$ cat config.mk
export PLATFORM = sky130hd
export DESIGN_NAME = neopixel_strip_ctrl
export DESIGN_NICKNAME = d
export VERILOG_FILES = /design/src/rtl/neopixel_pkg.sv /design/src/rtl/neopixel_fbuf.sv /design/src/rtl/neopixel_strip_ctrl.sv
export SDC_FILE = /design/constraint.sdc
export NUM_CORES = 1
export LEC_CHECK = 0
export CAP_MARGIN = 20
export CORE_MARGIN = 3
export CORE_UTILIZATION = 35
export DETAILED_ROUTE_END_ITERATION = 6
export PLACE_DENSITY_LB_ADDON = 0.12
export SYNTH_ARGS = -nofsm -noshare
export SYNTH_HDL_FRONTEND = slang
export SYNTH_SLANG_ARGS = --single-unit
$ cat constraint.sdc
create_clock -name i_clk -period 3.4 [get_ports i_clk]
set_input_delay 0.51 -clock i_clk [delete_from_list [all_inputs] [get_ports i_clk]]
set_output_delay 0.51 -clock i_clk [all_outputs]
set_load 0.02 [all_outputs]
$ cat src/rtl/neopixel_pkg.sv
// rtl/neopixel_pkg.sv - shared state encoding, pixel layout and timing defaults
package neopixel_pkg;

    typedef enum logic [2:0] {
        ST_IDLE     = 3'd0,
        ST_LOAD     = 3'd1,
        ST_BIT_HIGH = 3'd2,
        ST_BIT_LOW  = 3'd3,
        ST_LATCH    = 3'd4
    } state_t;

    // Pixel word is {G,R,B}, sent MSB first so G7 leads the wire.
    localparam int PIX_W = 24;
    localparam int G_MSB = 23;
    localparam int G_LSB = 16;
    localparam int R_MSB = 15;
    localparam int R_LSB = 8;
    localparam int B_MSB = 7;
    localparam int B_LSB = 0;

    // Cycle counts for a 50 MHz system clock.
    localparam int DEF_T0H_CYC   = 20;
    localparam int DEF_T1H_CYC   = 40;
    localparam int DEF_BIT_CYC   = 63;
    localparam int DEF_RESET_CYC = 3000;

    function automatic int cnt_width(input int max_count);
        return (max_count < 2) ? 1 : $clog2(max_count);
    endfunction

endpackage

$ cat src/rtl/neopixel_fbuf.sv
// rtl/neopixel_fbuf.sv - pixel frame buffer, one write port and one registered read port
module neopixel_fbuf
    import neopixel_pkg::*;
#(
    parameter int DEPTH = 8,
    parameter int IDX_W = 3
) (
    input  logic             i_clk,
    input  logic             wr_en,
    input  logic [IDX_W-1:0] wr_addr,
    input  logic [PIX_W-1:0] wr_data,
    input  logic [IDX_W-1:0] rd_addr,
    output logic [PIX_W-1:0] rd_data
);

    // No reset on purpose: the array must map onto RAM primitives.
    logic [PIX_W-1:0] mem [DEPTH];

    always_ff @(posedge i_clk) begin
        if (wr_en) begin
            mem[wr_addr] <= wr_data;
        end
        rd_data <= mem[rd_addr];
    end

endmodule

$ cat src/rtl/neopixel_strip_ctrl.sv
// rtl/neopixel_strip_ctrl.sv - WS2812-class strip controller: frame buffer, bit timing FSM, pin driver
module neopixel_strip_ctrl
    import neopixel_pkg::*;
#(
    parameter int NUM_LEDS     = 8,
    parameter int ADDR_W       = 8,
    parameter int T0H_CYC      = DEF_T0H_CYC,
    parameter int T1H_CYC      = DEF_T1H_CYC,
    parameter int BIT_CYC      = DEF_BIT_CYC,
    parameter int RESET_CYC    = DEF_RESET_CYC,
    parameter int AUTO_REFRESH = 0,
    parameter int INVERT_OUT   = 0
) (
    input  logic              i_clk,
    input  logic              i_reset,
    input  logic              i_wr_en,
    input  logic [ADDR_W-1:0] i_wr_addr,
    input  logic [23:0]       i_wr_data,
    input  logic              i_start,
    output logic              o_busy,
    output logic              o_frame_done,
    output logic              o_led_out
);

    localparam int IDX_W = cnt_width(NUM_LEDS);
    localparam int CNT_W = cnt_width((BIT_CYC > RESET_CYC) ? BIT_CYC : RESET_CYC);
    localparam int BIT_W = cnt_width(PIX_W);

    localparam logic [CNT_W-1:0]  T0H_LAST     = CNT_W'(T0H_CYC - 1);
    localparam logic [CNT_W-1:0]  T1H_LAST     = CNT_W'(T1H_CYC - 1);
    localparam logic [CNT_W-1:0]  BIT_LAST     = CNT_W'(BIT_CYC - 1);
    localparam logic [CNT_W-1:0]  RST_LAST     = CNT_W'(RESET_CYC - 1);
    localparam logic [IDX_W-1:0]  LAST_PIX     = IDX_W'(NUM_LEDS - 1);
    localparam logic [ADDR_W:0]   NUM_LEDS_EXT = (ADDR_W + 1)'(NUM_LEDS);
    localparam logic [BIT_W-1:0]  FIRST_BIT    = BIT_W'(PIX_W - 1);
    localparam logic              INV_BIT      = (INVERT_OUT != 0);
    localparam logic              AUTO_BIT     = (AUTO_REFRESH != 0);

    state_t             state;
    state_t             state_next;
    logic [CNT_W-1:0]   cnt;
    logic [BIT_W-1:0]   bit_idx;
    logic [IDX_W-1:0]   pix;
    logic [PIX_W-1:0]   sr;
    logic               pending;
    logic               led_q;

    logic               wr_ok;
    logic [IDX_W-1:0]   fetch_addr;
    logic [PIX_W-1:0]   rd_data;
    logic [CNT_W-1:0]   high_last;
    logic               last_pix;
    logic               cnt_run;
    logic               load_first;
    logic               bit_adv;
    logic               frame_done;

    assign wr_ok = i_wr_en && ({1'b0, i_wr_addr} < NUM_LEDS_EXT);

    neopixel_fbuf #(
        .DEPTH (NUM_LEDS),
        .IDX_W (IDX_W)
    ) u_fbuf (
        .i_clk   (i_clk),
        .wr_en   (wr_ok),
        .wr_addr (i_wr_addr[IDX_W-1:0]),
        .wr_data (i_wr_data),
        .rd_addr (fetch_addr),
        .rd_data (rd_data)
    );

    assign high_last = sr[G_MSB] ? T1H_LAST : T0H_LAST;
    assign last_pix  = (pix == LAST_PIX);

    // The read port streams the next pixel continuously, so the word caught at
    // the pixel boundary reflects writes up to the last couple of cycles.
    assign fetch_addr = ((state == ST_BIT_HIGH || state == ST_BIT_LOW) && !last_pix)
                        ? pix + IDX_W'(1) : '0;

    always_ff @(posedge i_clk) begin
        if (i_reset) begin
            state <= ST_IDLE;
        end else begin
            state <= state_next;
        end
    end

    always_comb begin
        state_next = state;
        cnt_run    = 1'b0;
        load_first = 1'b0;
        bit_adv    = 1'b0;
        frame_done = 1'b0;
        case (state)
            ST_IDLE: begin
                if (i_start) begin
                    state_next = ST_LOAD;
                end
            end
            ST_LOAD: begin
                load_first = 1'b1;
                state_next = ST_BIT_HIGH;
            end
            ST_BIT_HIGH: begin
                cnt_run = 1'b1;
                if (cnt == high_last) begin
                    state_next = ST_BIT_LOW;
                end
            end
            ST_BIT_LOW: begin
                if (cnt != BIT_LAST) begin
                    cnt_run = 1'b1;
                end else if (bit_idx == '0 && last_pix) begin
                    state_next = ST_LATCH;
                end else begin
                    bit_adv    = 1'b1;
                    state_next = ST_BIT_HIGH;
                end
            end
            ST_LATCH: begin
                if (cnt != RST_LAST) begin
                    cnt_run = 1'b1;
                end else begin
                    frame_done = 1'b1;
                    state_next = (pending || i_start || AUTO_BIT) ? ST_LOAD : ST_IDLE;
                end
            end
            default: begin
                state_next = ST_IDLE;
            end
        endcase
    end

    always_ff @(posedge i_clk) begin
        if (i_reset) begin
            cnt     <= '0;
            bit_idx <= '0;
            pix     <= '0;
            sr      <= '0;
            pending <= 1'b0;
            led_q   <= INV_BIT;
        end else begin
            cnt   <= cnt_run ? cnt + CNT_W'(1) : '0;
            // Driven from the next state so the pin lines up with the FSM phase.
            led_q <= (state_next == ST_BIT_HIGH) ^ INV_BIT;

            if (frame_done) begin
                pending <= 1'b0;
            end else if (i_start && state != ST_IDLE) begin
                pending <= 1'b1;
            end

            if (load_first) begin
                sr      <= rd_data;
                bit_idx <= FIRST_BIT;
                pix     <= '0;
            end else if (bit_adv) begin
                if (bit_idx == '0) begin
                    sr      <= rd_data;
                    bit_idx <= FIRST_BIT;
                    pix     <= pix + IDX_W'(1);
                end else begin
                    sr      <= {sr[PIX_W-2:0], 1'b0};
                    bit_idx <= bit_idx - BIT_W'(1);
                end
            end
        end
    end

    assign o_busy       = (state != ST_IDLE);
    assign o_frame_done = frame_done;
    assign o_led_out    = led_q;

endmodule

; ---- Word-level counts from Yosys, hierarchy flattened
; Memories as Yosys holds them, arrays and structs flattened. A register that Yosys moved wholly into a read port is not among the register bits.
; Index checks and enable logic that the tools add are counted.
[op_classes]
add_sub_neg = 3
n_lt_le_gt_ge = 1
n_eq_ne = 9
n_mux = 26
bitwise = 1
n_reduce_logical = 15
[op_table]
columns = op, n
row1 = $mux W24, 3
row2 = $mux W3, 6
row3 = $mux W5, 3
row4 = $pmux W3 S5, 1
row5 = $add A12 B1 Y12 const B, 1
row6 = $eq A12 B6 Y1, 1
row7 = $ne A12 B12 Y1 const B, 1
row8 = $ne A12 B6 Y1 const B, 1
row9 = $mux W1, 11
row10 = $eq A3 B2 Y1 const B, 3
row11 = $lt A8 B4 Y1 const B, 1
row12 = $eq A3 B3 Y1 const B, 2
row13 = $mux W6, 1
row14 = $reduce_or A2 Y1, 3
row15 = $logic_not A5 Y1, 1
row16 = $sub A5 B1 Y5 const B, 1
row17 = $logic_and A1 B1 Y1, 4
row18 = $add A3 B1 Y3 const B, 1
row19 = $eq A3 B1 Y1 const B, 1
row20 = $logic_not A3 Y1, 1
row21 = $pmux W1 S3, 1
row22 = $reduce_bool A3 Y1, 1
row23 = $logic_or A1 B1 Y1, 2
row24 = $reduce_and A2 Y1, 1
row25 = other kinds (3), 3
[word_totals]
register_bits = 49
ram_bits = 192
in_bits = 36
output_inout_bits = 3
wordCells = 64
mem_count = 1
[memory_table]
columns = memory, depth, word_bits, rd, rd_ports_with_merged_regs, wr, line
row1 = u_fbuf.mem, 8, 24, 1, 1, 1, neopixel_fbuf.sv:17  ; logic [PIX_W-1:0] mem [DEPTH];

; ---- Depth between registers and ports, before layout
[depth]
word_depth = 7
mapped_depth = 9
depth_no_buf = 6

; ---- Hierarchy
; Synthesis repeated with hierarchy kept, for this count alone.
[hier_totals]
cells_unflattened = 591
hier_area_um2 = 10532.6
[by_module_without_submodules]
columns = module, instances, cells_per_inst, area_each_um2, seq_area_each_um2
row1 = neopixel_fbuf, 1, 314, 7810.0, 6246.0
row2 = neopixel_strip_ctrl, 1, 277, 2722.6, 980.9

; ---- Worst setup path after synthesis
; Ideal clock, no wire load.
[synth_timing]
kind = input -> register
from = in i_wr_addr[7]
to = mem u_fbuf.mem[1][0] (enable)
setup_ps = 435
arrival_time_ps = 2731
t_required_ps = 2965
setup_slack_ps = 234
stages = 3
path_buffers = 0
path_cell_list = nor4_1 nand4b_1 nor3_1
[synth_via]
elab_chain_len = 4
[synth_rtl]
columns = element, line
row1 = "start, declared", neopixel_strip_ctrl.sv:17  ; input logic [ADDR_W-1:0] i_wr_addr,
row2 = $lt A8 B4 Y1, neopixel_strip_ctrl.sv:58  ; assign wr_ok = i_wr_en && ({1'b0, i_wr_addr} < NUM_LEDS_EXT);
row3 = $logic_and A1 B1 Y1, neopixel_strip_ctrl.sv:58
row4 = $mux W1, neopixel_fbuf.sv:20  ; if (wr_en) begin
row5 = $mux W1 (not written as such), neopixel_fbuf.sv:21  ; mem[wr_addr] <= wr_data;
row6 = "end, declared", neopixel_fbuf.sv:17
; Every way passes these cells.

; ---- Worst setup path in the final report
[layout_timing]
from = reg cnt[0]
to = out o_frame_done
[layout_via]
elab_chain_len = 3
[layout_rtl]
columns = element, line
row1 = "start, declared", neopixel_strip_ctrl.sv:41  ; logic [CNT_W-1:0] cnt;
row2 = "start signal, assigned", neopixel_strip_ctrl.sv:143  ; cnt <= cnt_run ? cnt + CNT_W'(1) : '0;
row3 = $ne A12 B12 Y1, neopixel_strip_ctrl.sv:121  ; if (cnt != RST_LAST) begin
row4 = $mux W1, neopixel_strip_ctrl.sv:121
row5 = $mux W1, neopixel_strip_ctrl.sv:94  ; case (state)
row6 = "end, declared", neopixel_strip_ctrl.sv:21  ; output logic o_frame_done,
; Every way passes these cells.

==> impl_metrics.yaml <==
clocking:
  cts.sinks: 265
  cts-root-buf: "clkbuf_16"
  cts_buffer_depth: 3
  clk_latency_ps: 550
  htreeDepth: 1
  cts-resized-gates: 0
  cts_tree: "yes"
  cts_setup_buffers: 0
  clk_pin_slew_ps: 60
  hold_buffers: 0
  numCtsBuffers: 30
finish:
  insertedDiodeCount: 0
  layout-drive-gt1-share_pct: 13.5
  nNetsFinal: 834
  layout_common_cells: "edfxtp_1 (192), dfxtp_1 (73), nand2_1 (57), o22ai_1 (48), a21oi_1 (42)"
  nFillCells: 2637
  areaGrowthSynthToFinish_pct: 17.4
  mostFrequentLayoutCell: "edfxtp_1"
sta:
  worst_pin_slew_ps: 981
  period_share_pct: 89.9
  tns_ps: 0
  hold_viol_final: 0
  slew_headroom_pct: 34.4
  max_freq_ghz: 0.327
  fin_worst_skew_ps: 12.5
  worst_slack_ps: 345
  drv_slew: 0
  rsz0062_at_grt: "false"
  setup_violations: 0
  fin_crit_ps: 3060
die:
  die_area_sq_um: 31800
  initial_utilization_pct: 35.9
  num_rows: 62
  ios: 39
  core-area_sq_um: 29000
  die_y_um: 178
  die_w_um: 178
setup_path:
  worstPathMaxFanout: 5
  crit_type: "flop to output port"
  cp-end-kind: "output port"
  critical_path_arrival_ps: 2550
  reg2reg_to: "sr[18]$_SDFFE_PP0P_"
  crit_required_ps: 2890
  r2r.worst_path.cells: 5
  startpoint_type: "flop"
  r2r_start: "cnt[11]$_SDFF_PP0_"
  r2r_slack_ps: 570
worst_hold_path:
  hold_depth: 2
  hold_end: "sr[0]$_SDFFE_PP0P_"
  hp-class: "flop to flop"
  hold_start: "sr[0]$_SDFFE_PP0P_"
drt:
  dr.first_iter.drc_count: 438
  wirelength_mm: 24.4
  first_pass_iters: 5
  drc: 0
  wl_per_cell_um: 20.3
  antenna_left: 0
  vias_per_cell: 5.39
  num_vias: 6466
logic_synthesis:
  yosysSeqAreaShare_pct: 69.5
  syn_area_per_cell_sq_um: 13.9
  synth_nets: 793
  synth-edff-count: 192
  netlist_area_sq_um: 10400
  async_flop_share_pct: 0
  synth_flop_cell: "edfxtp_1"
  yosysWarnings: 0
  synth_cells: 751
  ys_seq_elements: 265
  synth.distinct_cells: 53
pwr:
  ir_drop_mv: 0.258
  power_leakage_nw: 4.12
  p_per_area_nw_per_um2: 569
global_route:
  met1_usage_pct: 21.6
  grt_antenna_before_repair: 0
  overflow: 0
  grt_use_total_pct: 15.3
  top_usage_layer: "met2"
  grt_pass1_vias: 6447
  grt_max_degree: 53
  grtUsageMet3_pct: 2.15
  grt_use_met2_pct: 24.7
  grt_pass1_wl_mm: 37.5
flow_run:
  cap_violations: 0
placed_design:
  io_buffers: 38
  hpwlAfterDp_mm: 13.4
  post-place-ws_ps: 577
  gp_congestion: 0.747
run_status:
  status: "finished, final reports clean"
## where the power goes
part           leakage [nW]  switching, W  internal (W)
logic                  1.34      0.000253      0.000167
registers              2.33     0.0000258       0.00350
clock network         0.456       0.00120       0.00181
## metrics by stage
step	power [W]	util, %	hold slack [ps]	cell area, sq um	cells
3_3_place_gp	0.00400	38.9	452	11300	1144
3_5_place_dp	0.00402	38.9	471	11300	1144
2_1_floorplan	0.00385	-	439	10400	751
5_1_grt	0.00722	42.1	503	12200	1200
4_1_cts	0.00705	42.1	479	12200	1200
6_report	0.00696	42.1	483	12200	1200
## synthesized netlist by cell type (4+ instances only)
library cell  count  area, sq um
nand4_1           9         56.3
a21oi_1          42          210
nor2_1           11         41.3
clkbuf_1         41          154
or3b_2            4         35.0
mux2_2            8         90.1
o22ai_1          48          300
ha_1              6         75.1
inv_1            10         37.5
mux2_4           15          225
nor2b_1          23          144
nor4b_1           4         35.0
nand2_1          57          214
buf_1             6         22.5
nor3_1            6         30.0
xor2_1            4         35.0
a211oi_1         25          188
nand3_1          30          150
mux2i_1          25          250
edfxtp_1        192         5770
o21ai_0          27          135
nor4_1            6         37.5
nand3b_1          4         30.0
dfxtp_1          73         1460
a32o_1           24          240
or3_1             5         31.3
xnor2_1           6         52.6
nor3b_1           5         37.5
## worst max-delay path by stage
stage	start	slack, ps	end	cells past startpoint
after floorplan	i_wr_addr[7]	230	u_fbuf.mem[1][0]$_DFFE_PP_	3
after CTS	cnt[0]$_SDFF_PP0_	270	o_frame_done	5
after detailed placement	cnt[8]$_SDFF_PP0_	580	sr[14]$_SDFFE_PP0P_	5
after global placement	cnt[11]$_SDFF_PP0_	620	sr[17]$_SDFFE_PP0P_	5
final	cnt[0]$_SDFF_PP0_	340	o_frame_done	5
after global routing	cnt[0]$_SDFF_PP0_	150	o_frame_done	5
## layer usage
layer,routed length [um],part of all wire [%],vias up
li1,-,-,3005
met1,11400,47,3267
met2,11400,47,145
met3,997,4.1,49
met4,574,2.4,0
met5,0,0,-
## final cells by class
cell class,count,area (sq um),area share [%]
clock buffer,46,862,7.06
clock inverter,10,73.8,0.604
inverter,10,37.5,0.307
multi-input combinational,425,3000,24.5
sequential,265,7230,59.2
tap,384,480,3.93
timing repair buffer,60,541,4.42
## state kept, by name, indices dropped and copies added, names as in the netlist
register        flops
pending             1
u_fbuf.rd_data     24
cnt                12
state               3
u_fbuf.mem        192
pix                 3
bit_idx             5
sr                 24
o_led_out           1
## kinds of logic after synthesis
group | after synthesis | share of synthesized area, %
AO/OA/AOI/OAI | 179 | 11.4
XOR/XNOR | 10 | 0.842
adder cells (fa/ha/maj) | 6 | 0.722
buffers and inverters | 61 | 2.51
flip-flops | 265 | 69.5
multiplexers | 48 | 5.44
AND/OR/NAND/NOR | 182 | 9.59
## worst max-delay path, cell delays in order, from the launching register on
cell	delay (ps)
dfxtp_1	390
ha_1	220
nor3b_1	320
nand4_1	250
nor2_1	200
clkdlybuf4s50_1	630
Power figures use the tool's default switching activity.
